[config.mk]
export PLATFORM = sky130hd
export DESIGN_NAME = pc_sequencer_ras_flat
export DESIGN_NICKNAME = d
export VERILOG_FILES = /design/src/rtl/pc_sequencer_ras_if.sv /design/src/rtl/pc_sequencer_ras.sv /design/src/flat_wrapper.sv
export SDC_FILE = /design/constraint.sdc
export NUM_CORES = 1
export LEC_CHECK = 0
export BUFFER_PORTS_ARGS = -buffer_cell sky130_fd_sc_hd__buf_2
export CAP_MARGIN = 10
export CORE_UTILIZATION = 55
export CTS_CLUSTER_SIZE = 8
export DETAILED_ROUTE_END_ITERATION = 8
export HOLD_SLACK_MARGIN = 0.12
export PLACE_DENSITY = 0.77
export SETUP_SLACK_MARGIN = 0.02
export SLEW_MARGIN = 0
export SYNTH_ARGS = -nofsm -noshare
export SYNTH_HDL_FRONTEND = slang
export SYNTH_SLANG_ARGS = --single-unit
[constraint.sdc]
create_clock -name clk -period 3.9 [get_ports clk]
set_input_delay 0 -clock clk [delete_from_list [all_inputs] [get_ports clk]]
set_output_delay 0 -clock clk [all_outputs]
set_load 0.02 [all_outputs]
[src/rtl/pc_sequencer_ras_if.sv]
// Fetch-PC sequencer request/response bundle: redirect requests in, fetch PC and RAS status out.
interface pc_sequencer_ras_if #(
  parameter int WIDTH     = 32,
  parameter int RAS_DEPTH = 4
);
  localparam int CW = $clog2(RAS_DEPTH + 1);

  logic             stall;
  logic             trap;
  logic             select_branch;
  logic [WIDTH-1:0] branch;
  logic             select_jump;
  logic [WIDTH-1:0] jump;
  logic             call;
  logic             ret;
  logic [WIDTH-1:0] pc;
  logic [CW-1:0]    ras_count;
  logic             ras_overflow;
  logic             ras_underflow;

  modport master (
    output stall, trap, select_branch, branch, select_jump, jump, call, ret,
    input  pc, ras_count, ras_overflow, ras_underflow
  );

  modport slave (
    input  stall, trap, select_branch, branch, select_jump, jump, call, ret,
    output pc, ras_count, ras_overflow, ras_underflow
  );
endinterface

[src/rtl/pc_sequencer_ras.sv]
// Fetch-stage PC sequencer: trap/branch/jump/return/stall/increment selection with a
// circular return-address stack fed by calls.
module pc_sequencer_ras #(
  parameter int          WIDTH     = 32,
  parameter int          STEP      = 1,
  parameter int unsigned RESET_VEC = 0,
  parameter int unsigned TRAP_VEC  = 4,
  parameter int          RAS_DEPTH = 4
) (
  input  logic               clk,
  input  logic               rst,
  pc_sequencer_ras_if.slave  bus
);
  localparam int CW = $clog2(RAS_DEPTH + 1);
  localparam int PW = $clog2(RAS_DEPTH);

  logic [WIDTH-1:0] pc_reg, pc_next, pc_inc;
  logic [WIDTH-1:0] ras_mem [RAS_DEPTH];
  logic [PW-1:0]    tos_reg, tos_next, tos_inc, tos_dec;
  logic [CW-1:0]    count_reg, count_next;
  logic             overflow_reg, underflow_reg;
  logic             push, pop_req, pop, ras_full, ras_empty;

  assign ras_full  = (count_reg == CW'(RAS_DEPTH));
  assign ras_empty = (count_reg == '0);
  assign tos_inc   = (tos_reg == PW'(RAS_DEPTH - 1)) ? '0 : tos_reg + PW'(1);
  assign tos_dec   = (tos_reg == '0) ? PW'(RAS_DEPTH - 1) : tos_reg - PW'(1);
  assign pc_inc    = pc_reg + WIDTH'(STEP);

  // A call or return only takes effect when nothing of higher priority redirects.
  assign push    = !bus.trap && !bus.select_branch && bus.select_jump && bus.call;
  assign pop_req = !bus.trap && !bus.select_branch && !bus.select_jump && bus.ret;
  assign pop     = pop_req && !ras_empty;

  always_comb begin
    pc_next    = pc_inc;
    tos_next   = tos_reg;
    count_next = count_reg;
    if (bus.trap) begin
      pc_next    = WIDTH'(TRAP_VEC);
      count_next = '0;
    end else if (bus.select_branch) begin
      pc_next = bus.branch;
    end else if (bus.select_jump) begin
      pc_next = bus.jump;
      if (push) begin
        tos_next = tos_inc;
        if (!ras_full) count_next = count_reg + CW'(1);
      end
    end else if (pop) begin
      pc_next    = ras_mem[tos_reg];
      tos_next   = tos_dec;
      count_next = count_reg - CW'(1);
    end else if (bus.stall) begin
      pc_next = pc_reg;
    end
  end

  always_ff @(posedge clk or posedge rst) begin
    if (rst) begin
      pc_reg        <= WIDTH'(RESET_VEC);
      tos_reg       <= '0;
      count_reg     <= '0;
      overflow_reg  <= 1'b0;
      underflow_reg <= 1'b0;
    end else begin
      pc_reg        <= pc_next;
      tos_reg       <= tos_next;
      count_reg     <= count_next;
      overflow_reg  <= overflow_reg | (push & ras_full);
      underflow_reg <= underflow_reg | (pop_req & ras_empty);
    end
  end

  // Stack storage carries no reset; a full push simply overwrites the oldest slot.
  always_ff @(posedge clk) begin
    if (push) ras_mem[tos_inc] <= pc_inc;
  end

  assign bus.pc            = pc_reg;
  assign bus.ras_count     = count_reg;
  assign bus.ras_overflow  = overflow_reg;
  assign bus.ras_underflow = underflow_reg;
endmodule
[src/flat_wrapper.sv]
// flat-port wrapper written by rule: the top's interface ports become plain ports
module pc_sequencer_ras_flat 
#(
  parameter int          WIDTH     = 32,
  parameter int          STEP      = 1,
  parameter int unsigned RESET_VEC = 0,
  parameter int unsigned TRAP_VEC  = 4,
  parameter int          RAS_DEPTH = 4
)
  (clk, rst, bus_stall, bus_trap, bus_select_branch, bus_branch, bus_select_jump, bus_jump, bus_call, bus_ret, bus_pc, bus_ras_count, bus_ras_overflow, bus_ras_underflow);
  pc_sequencer_ras_if #(.WIDTH(WIDTH), .RAS_DEPTH(RAS_DEPTH)) bus_i ();
  input  logic clk;
  input  logic rst;
  input wire logic [$bits(bus_i.stall)-1:0] bus_stall;
  input wire logic [$bits(bus_i.trap)-1:0] bus_trap;
  input wire logic [$bits(bus_i.select_branch)-1:0] bus_select_branch;
  input wire logic [$bits(bus_i.branch)-1:0] bus_branch;
  input wire logic [$bits(bus_i.select_jump)-1:0] bus_select_jump;
  input wire logic [$bits(bus_i.jump)-1:0] bus_jump;
  input wire logic [$bits(bus_i.call)-1:0] bus_call;
  input wire logic [$bits(bus_i.ret)-1:0] bus_ret;
  output wire logic [$bits(bus_i.pc)-1:0] bus_pc;
  output wire logic [$bits(bus_i.ras_count)-1:0] bus_ras_count;
  output wire logic [$bits(bus_i.ras_overflow)-1:0] bus_ras_overflow;
  output wire logic [$bits(bus_i.ras_underflow)-1:0] bus_ras_underflow;
  assign bus_i.stall = bus_stall;
  assign bus_i.trap = bus_trap;
  assign bus_i.select_branch = bus_select_branch;
  assign bus_i.branch = bus_branch;
  assign bus_i.select_jump = bus_select_jump;
  assign bus_i.jump = bus_jump;
  assign bus_i.call = bus_call;
  assign bus_i.ret = bus_ret;
  assign bus_pc = bus_i.pc;
  assign bus_ras_count = bus_i.ras_count;
  assign bus_ras_overflow = bus_i.ras_overflow;
  assign bus_ras_underflow = bus_i.ras_underflow;
  pc_sequencer_ras #(.WIDTH(WIDTH), .STEP(STEP), .RESET_VEC(RESET_VEC), .TRAP_VEC(TRAP_VEC), .RAS_DEPTH(RAS_DEPTH)) u_core (.clk(clk), .rst(rst), .bus(bus_i));
endmodule
==> flow_summary.json, run 1 <==
{
  "layout.nets": 840,
  "largest_reg_flops": 128,
  "synth_flop_cell": "edfxtp_1",
  "r2r_end": "u_core.bus.pc[22]$_DFFE_PP0P_",
  "clk_pin_slew_ns": 0.06,
  "holdPathEnd": "u_core.bus.pc[21]$_DFFE_PP0P_",
  "arrival_ns": 3.58,
  "syn2layout_area_growth_pct": 25.47,
  "final_cell_mix": "128 x edfxtp_1, 108 x buf_2, 68 x dlygate4sd3_1",
  "skew_ns": 0.007902,
  "dr.pass1.iters": 7,
  "leakage_nw": 3.785,
  "vdd.ir_drop.worst_uv": 341.5,
  "die_area_um2": 14920,
  "holdWs_ns": 0.1451,
  "io_pins": 109,
  "synth-xor-area-share_pct": 2.758,
  "async_flop_share_pct": 23.35,
  "antenna_left": 0,
  "grt_pass1_vias": 6297,
  "postLayoutCellArea_um2": 9961,
  "root_buffer": "clkbuf_16",
  "fp.dieH_um": 122.1,
  "numPortBuffers": 108,
  "drt_iter0_markers": 1010,
  "min_period_over_period_pct": 84.01,
  "pre_cts_slack_ns": 1.361,
  "via_per_inst": 6.635,
  "r2r_slack_ns": 0.62,
  "rsz0062_at_grt": "no",
  "synth_area_um2": 7939,
  "synthMuxAreaShare_pct": 9.708,
  "synthSimpleGateAreaFrac_pct": 10.21,
  "reg2reg_from": "u_core.bus.pc[5]$_DFFE_PP0P_",
  "synth_cell_types": 64,
  "fin_ws_ns": 0.6235,
  "cts_tree": "done",
  "dp_cells": 855,
  "grt_pass1_wl_mm": 34.47,
  "cts_inserted_buffers": 17,
  "drv_slew": 0,
  "antenna_cells": 0,
  "critPathCaptureType": "flip-flop",
  "drcViolationCount": 0,
  "status": "complete, no violations",
  "post-route-util_pct": 71.21,
  "antenna_found_initial": 0,
  "route.vias.total": 6336,
  "synth_top_family_by_area": "compound AO/OA/AOI/OAI gates",
  "drt_wl_total_mm": 22.39,
  "hold_viol": 0,
  "tns_ns": 0,
  "hp-class": "input pin to flip-flop",
  "p_per_area_nw_per_um2": 480.5,
  "drv_cap": 0,
  "yosysSeqAreaShare_pct": 60.71,
  "synth_nets": 664,
  "start_util_pct": 56.75,
  "yosys_warnings": 0,
  "reg2regPathDepth": 6,
  "clockBufferDepth": 2,
  "finalSetupViolations": 0,
  "post-dp-hpwl_mm": 13.99,
  "path_max_fanout": 9,
  "synth_cells": 586,
  "layout-drive-gt1-share_pct": 25.94,
  "fp-row-count": 43,
  "final_common_cell": "edfxtp_1",
  "power_mw": 4.786,
  "wl_per_cell_um": 23.44,
  "ys_seq_elements": 167,
  "synthAdderAreaFrac_pct": 1.040,
  "place.gp.congestion": 0.8552,
  "clock-sinks": 167,
  "post_cts_buffers": 0,
  "finalCriticalPeriod_ns": 3.276,
  "clock.fmax_mhz": 305.2,
  "grt_use_total_pct": 31.96,
  "synth_area_per_cell_um2": 13.55,
  "final_cells": 955,
  "die_w_um": 122.1,
  "grt_overflow": 0,
  "worstMarginPinSlew_ns": 1.146,
  "required_ns": 4.20,
  "max_slew_margin_pct": 22.87,
  "core-area_um2": 13990,
  "holdPathStages": 4,
  "critical_path_class": "flip-flop to flip-flop",
  "synth_edf_count": 128,
  "clock_latency_ns": 0.42,
  "setup.worst_path.start_class": "flip-flop",
  "dpl_cell_area_um2": 8696,
  "synth_compound_area_share_pct": 13.08,
  "grt_max_degree": 40,
  "cts_max_level": 4,
  "hold_start": "bus_branch[21]"
}
## timing repair
item | CTS | global route
hold endpoints to repair | 75 | 0
hold buffers | 68 | 0
gates resized for setup | 0 | 0
## synth_stat cells (9+ instances only)
master | n | area share [%]
a21oi_1 | 42 | 2.6
a2bb2oi_1 | 11 | 1.2
a31oi_1 | 9 | 0.71
clkbuf_1 | 27 | 1.3
dfrtp_1 | 39 | 12
edfxtp_1 | 128 | 48
inv_1 | 15 | 0.71
mux4_2 | 32 | 9.1
nand2_1 | 41 | 1.9
nand3_1 | 17 | 1.1
nand4_1 | 10 | 0.79
nor2_1 | 29 | 1.4
nor3_1 | 13 | 0.82
o21ai_0 | 28 | 1.8
or3_1 | 10 | 0.79
xnor2_1 | 18 | 2.0
## cell families (layout without fill, tap and decap cells)
logic type | count (synthesis) | count (layout)
AO/OA/AOI/OAI | 150 | 150
XOR/XNOR | 25 | 25
adder cells (fa/ha/maj) | 6 | 6
buffers and inverters | 49 | 238
flip-flops | 167 | 167
multiplexers | 37 | 37
AND/OR/NAND/NOR | 152 | 152
## final cells by class
cell class | instances | area, um^2
clock buffers | 18 | 429.2
repair buffers | 190 | 1339
flip-flops and latches | 167 | 4821
clock inverters | 14 | 155.1
fillers | 930 | 4028
well taps | 180 | 225.2
multi-input cells | 370 | 2932
inverters | 16 | 60.06
## worst max-delay path, stage by stage, from the launching register on
cell	delay (ns)
dfrtp_1	0.48
nand4_2	0.30
nor4_1	1.00
a21oi_1	0.19
a2111oi_0	0.46
o21ai_0	0.14
dlygate4sd3_1	0.58
## per-layer routing
layer,global-route usage (%),share of wire [%],vias up
met5,0,0,-
met3,7.022,9.9,80
met2,50.18,48,453
li1,-,-,2681
met4,14.18,3.3,0
met1,43.01,39,3122
## worst max-delay path by stage
stage / startpoint / to / slack [ns] / depth (start not counted)
finish: u_core.bus.pc[5]$_DFFE_PP0P_ / u_core.bus.pc[22]$_DFFE_PP0P_ / 0.62 / 6
global route: u_core.bus.pc[0]$_DFFE_PP0P_ / u_core.bus.pc[22]$_DFFE_PP0P_ / 0.60 / 7
CTS: u_core.bus.pc[5]$_DFFE_PP0P_ / u_core.bus.pc[22]$_DFFE_PP0P_ / 0.74 / 6
detailed placement: u_core.bus.pc[5]$_DFFE_PP0P_ / u_core.bus.pc[22]$_DFFE_PP0P_ / 1.36 / 5
global placement: u_core.bus.pc[0]$_DFFE_PP0P_ / u_core.bus.pc[22]$_DFFE_PP0P_ / 1.40 / 6
floorplan: u_core.tos_reg[0]$_DFFE_PP0P_ / u_core.ras_mem[1][0]$_DFFE_PP_ / 1.44 / 6
## power breakdown
group          internal [mW]  leakage (nW)  total, mW  switching [mW]
Clock                   1.00         0.279       1.67           0.668
Sequential              2.01          1.67       2.17           0.154
Combinational          0.495          1.83      0.950           0.455
Power figures use the tool's default switching activity.
==> inputs of run 2 (changes only) <==
Settings changed: ABC_AREA set to 1, CORE_UTILIZATION 55 to 53.
Clock period 3.9 ns to 2.8 ns, I/O delays scaled along.
==> flow_summary.json, run 2 <==
{
  "post-route-util_pct": 67.76,
  "core-area_um2": 15430,
  "fp-row-count": 45,
  "arrival_ns": 2.93,
  "hp-class": "input pin to async pin",
  "worstMarginPinSlew_ns": 0.6650,
  "finalSetupViolations": 0,
  "grt_pass1_vias": 6937,
  "antenna_found_initial": 0,
  "ys_seq_elements": 167,
  "leakage_nw": 4.303,
  "async_flop_share_pct": 23.35,
  "grt_max_degree": 68,
  "synth_area_per_cell_um2": 8.936,
  "cts_max_level": 4,
  "skew_ns": 0.01594,
  "final_cell_mix": "211 x nand2_1, 169 x nor2_1, 128 x edfxtp_1",
  "via_per_inst": 5.581,
  "r2r_end": "u_core.bus.pc[10]$_DFFE_PP0P_",
  "setup.worst_path.start_class": "input pin",
  "critPathCaptureType": "flip-flop",
  "antenna_cells": 0,
  "antenna_left": 0,
  "power_frac_comb_pct": 27.5,
  "worst-path-buf-inv": 6,
  "clock.fmax_mhz": 382.0,
  "drv_cap": 0,
  "clockBufferDepth": 2,
  "synth_area_um2": 8481,
  "die_w_um": 128.5,
  "start_util_pct": 54.97,
  "r2r_slack_ns": 0.24,
  "finalCriticalPeriod_ns": 2.618,
  "io_pins": 109,
  "p_per_area_nw_per_um2": 679.5,
  "synth_nets": 1027,
  "drcViolationCount": 0,
  "cp_cell_sequence": "dlygate4sd3_1 > buf_2 > inv_2 > nand2_4 > nor2_8 > nand3_4 > inv_4 > nor2_4 > inv_2 > and3_1 > dlygate4sd3_1 > a21oi_1",
  "fp.dieH_um": 128.5,
  "power_frac_clock_pct": 31.2,
  "drv_slew": 0,
  "cp_slowest_cell": "dlygate4sd3_1",
  "p_sw_mw": 2.412,
  "synth.most_common_cell": "nand2_1",
  "post-dp-hpwl_mm": 15.17,
  "dr.pass1.iters": 5,
  "grt_pass1_wl_mm": 36.82,
  "max_slew_margin_pct": 55.67,
  "crit_cells": 12,
  "reg2regPathDepth": 11,
  "syn2layout_area_growth_pct": 23.27,
  "clk_pin_slew_ns": 0.06,
  "cts-resized-gates": 0,
  "status": "complete, no violations",
  "switching_share_pct": 33.96,
  "intPower_mw": 4.691,
  "layout-drive-gt1-share_pct": 16.33,
  "route.vias.total": 7467,
  "grt_overflow": 0,
  "vdd.ir_drop.worst_uv": 572.3,
  "clock-sinks": 167,
  "cts_tree": "done",
  "synth_cells": 949,
  "final_common_cell": "nand2_1",
  "synth_common_cells": "211 x nand2_1, 174 x nor2_1, 128 x edfxtp_1",
  "yosysSeqAreaShare_pct": 56.83,
  "yosys_warnings": 0,
  "numPortBuffers": 108,
  "crit_path_max_incr_delay_ns": 0.54,
  "rsz0062_at_grt": "no",
  "path_max_fanout": 32,
  "root_buffer": "clkbuf_16",
  "required_ns": 3.12,
  "largest_reg_flops": 128,
  "reg2reg_from": "u_core.bus.pc[1]$_DFFE_PP0P_",
  "min_period_over_period_pct": 93.50,
  "synth_top_cell_by_area": "edfxtp_1",
  "hold_viol": 0,
  "tns_ns": 0,
  "synth_flop_cell": "edfxtp_1",
  "grt_use_total_pct": 29.97,
  "critical_path_class": "input pin to flip-flop",
  "cts_inserted_buffers": 17,
  "drt_wl_total_mm": 23.52,
  "endpoint": "u_core.bus.pc[1]$_DFFE_PP0P_",
  "crit_family": "buffers and inverters",
  "fillers": 1169,
  "drt_iter0_markers": 1198,
  "die_area_um2": 16510,
  "synth_edf_count": 128,
  "place.gp.congestion": 0.9312,
  "synth_cell_types": 40,
  "wl_per_cell_um": 17.58,
  "clock_latency_ns": 0.43,
  "layout.nets": 1192,
  "power_frac_seq_pct": 41.3,
  "crit_start": "bus_trap",
  "synth.area.top_cells": "edfxtp_1 45%, dfrtp_1 12%, nand2_1 9.3%",
  "synth_top_area_share_pct": 45.32
}
## run 2: tightest hold or removal path, delay by kind of cell
kind	cells	cell delay, ns
buffers and inverters	4	1.14
## run 2: worst min path at each step
stage | to | slack [ns] | from
after global routing | u_core.bus.ras_count[1]$_DFFE_PP0P_ | 0.30 | rst
after detailed placement | u_core.tos_reg[1]$_DFFE_PP0P_ | 0.17 | rst
final | u_core.bus.ras_underflow$_DFF_PP0_ | 0.25 | rst
after floorplan | u_core.bus.ras_count[2]$_DFFE_PP0P_ | 0.1 | bus_trap
after CTS | u_core.bus.ras_count[1]$_DFFE_PP0P_ | 0.26 | rst
after global placement | u_core.tos_reg[1]$_DFFE_PP0P_ | 0.15 | rst
## run 2: cell families (layout without fill, tap and decap cells)
family / after synthesis / in the layout / synth area share, %
buffers and inverters: 98 / 276 / 4.913
flip-flops: 167 / 167 / 56.83
adder cells (fa/ha/maj): 6 / 6 / 0.9737
AO/OA/AOI/OAI: 173 / 173 / 11.15
XOR/XNOR: 11 / 11 / 1.225
AND/OR/NAND/NOR: 494 / 494 / 24.90
## run 2: power by group through the flow
stage	logic [mW]	registers (mW)	clock network (mW)
finish	1.96	2.93	2.22
global route	2.13	2.94	2.33
CTS	1.91	2.93	2.22
detailed placement	1.81	2.98	0
global placement	1.77	2.97	0
floorplan	1.13	3.01	0
## run 2: cell type report
cell class	instances	area, um^2	area share [%]
sequential	167	4821	46.12
multi-input combinational	684	3257	31.15
timing repair buffer	190	1354	12.95
clock buffer	19	432.9	4.141
tap	211	264.0	2.525
inverter	54	205.2	1.963
clock inverter	13	120.1	1.149
## run 2: stage by stage
stage	cells	hold WS [ns]	instance area [um^2]	total power, mW	setup slack, ns
3_5_place_dp	1237	0.1665	9210	4.786	0.7650
3_3_place_gp	1237	0.1525	9210	4.743	0.8217
4_1_cts	1338	0.2615	10450	7.065	0.2082
5_1_grt	1338	0.3018	10450	7.406	0.1115
2_1_floorplan	949	0.09584	8488	4.144	0.3561
6_report	1338	0.2505	10450	7.103	0.1821
## run 2: what timing repair did
item | CTS | global route
setup buffers | 0 | 0
hold buffers | 69 | 0
endpoints found under the hold margin | 76 | 0
## run 2: metal layers
layer	global-route usage (%)	vias up	wire length, um
met1	43.18	3441	9850
met4	10.10	0	482
met5	0	-	0
li1	-	3533	-
met2	44.86	445	10630
met3	7.027	48	2562
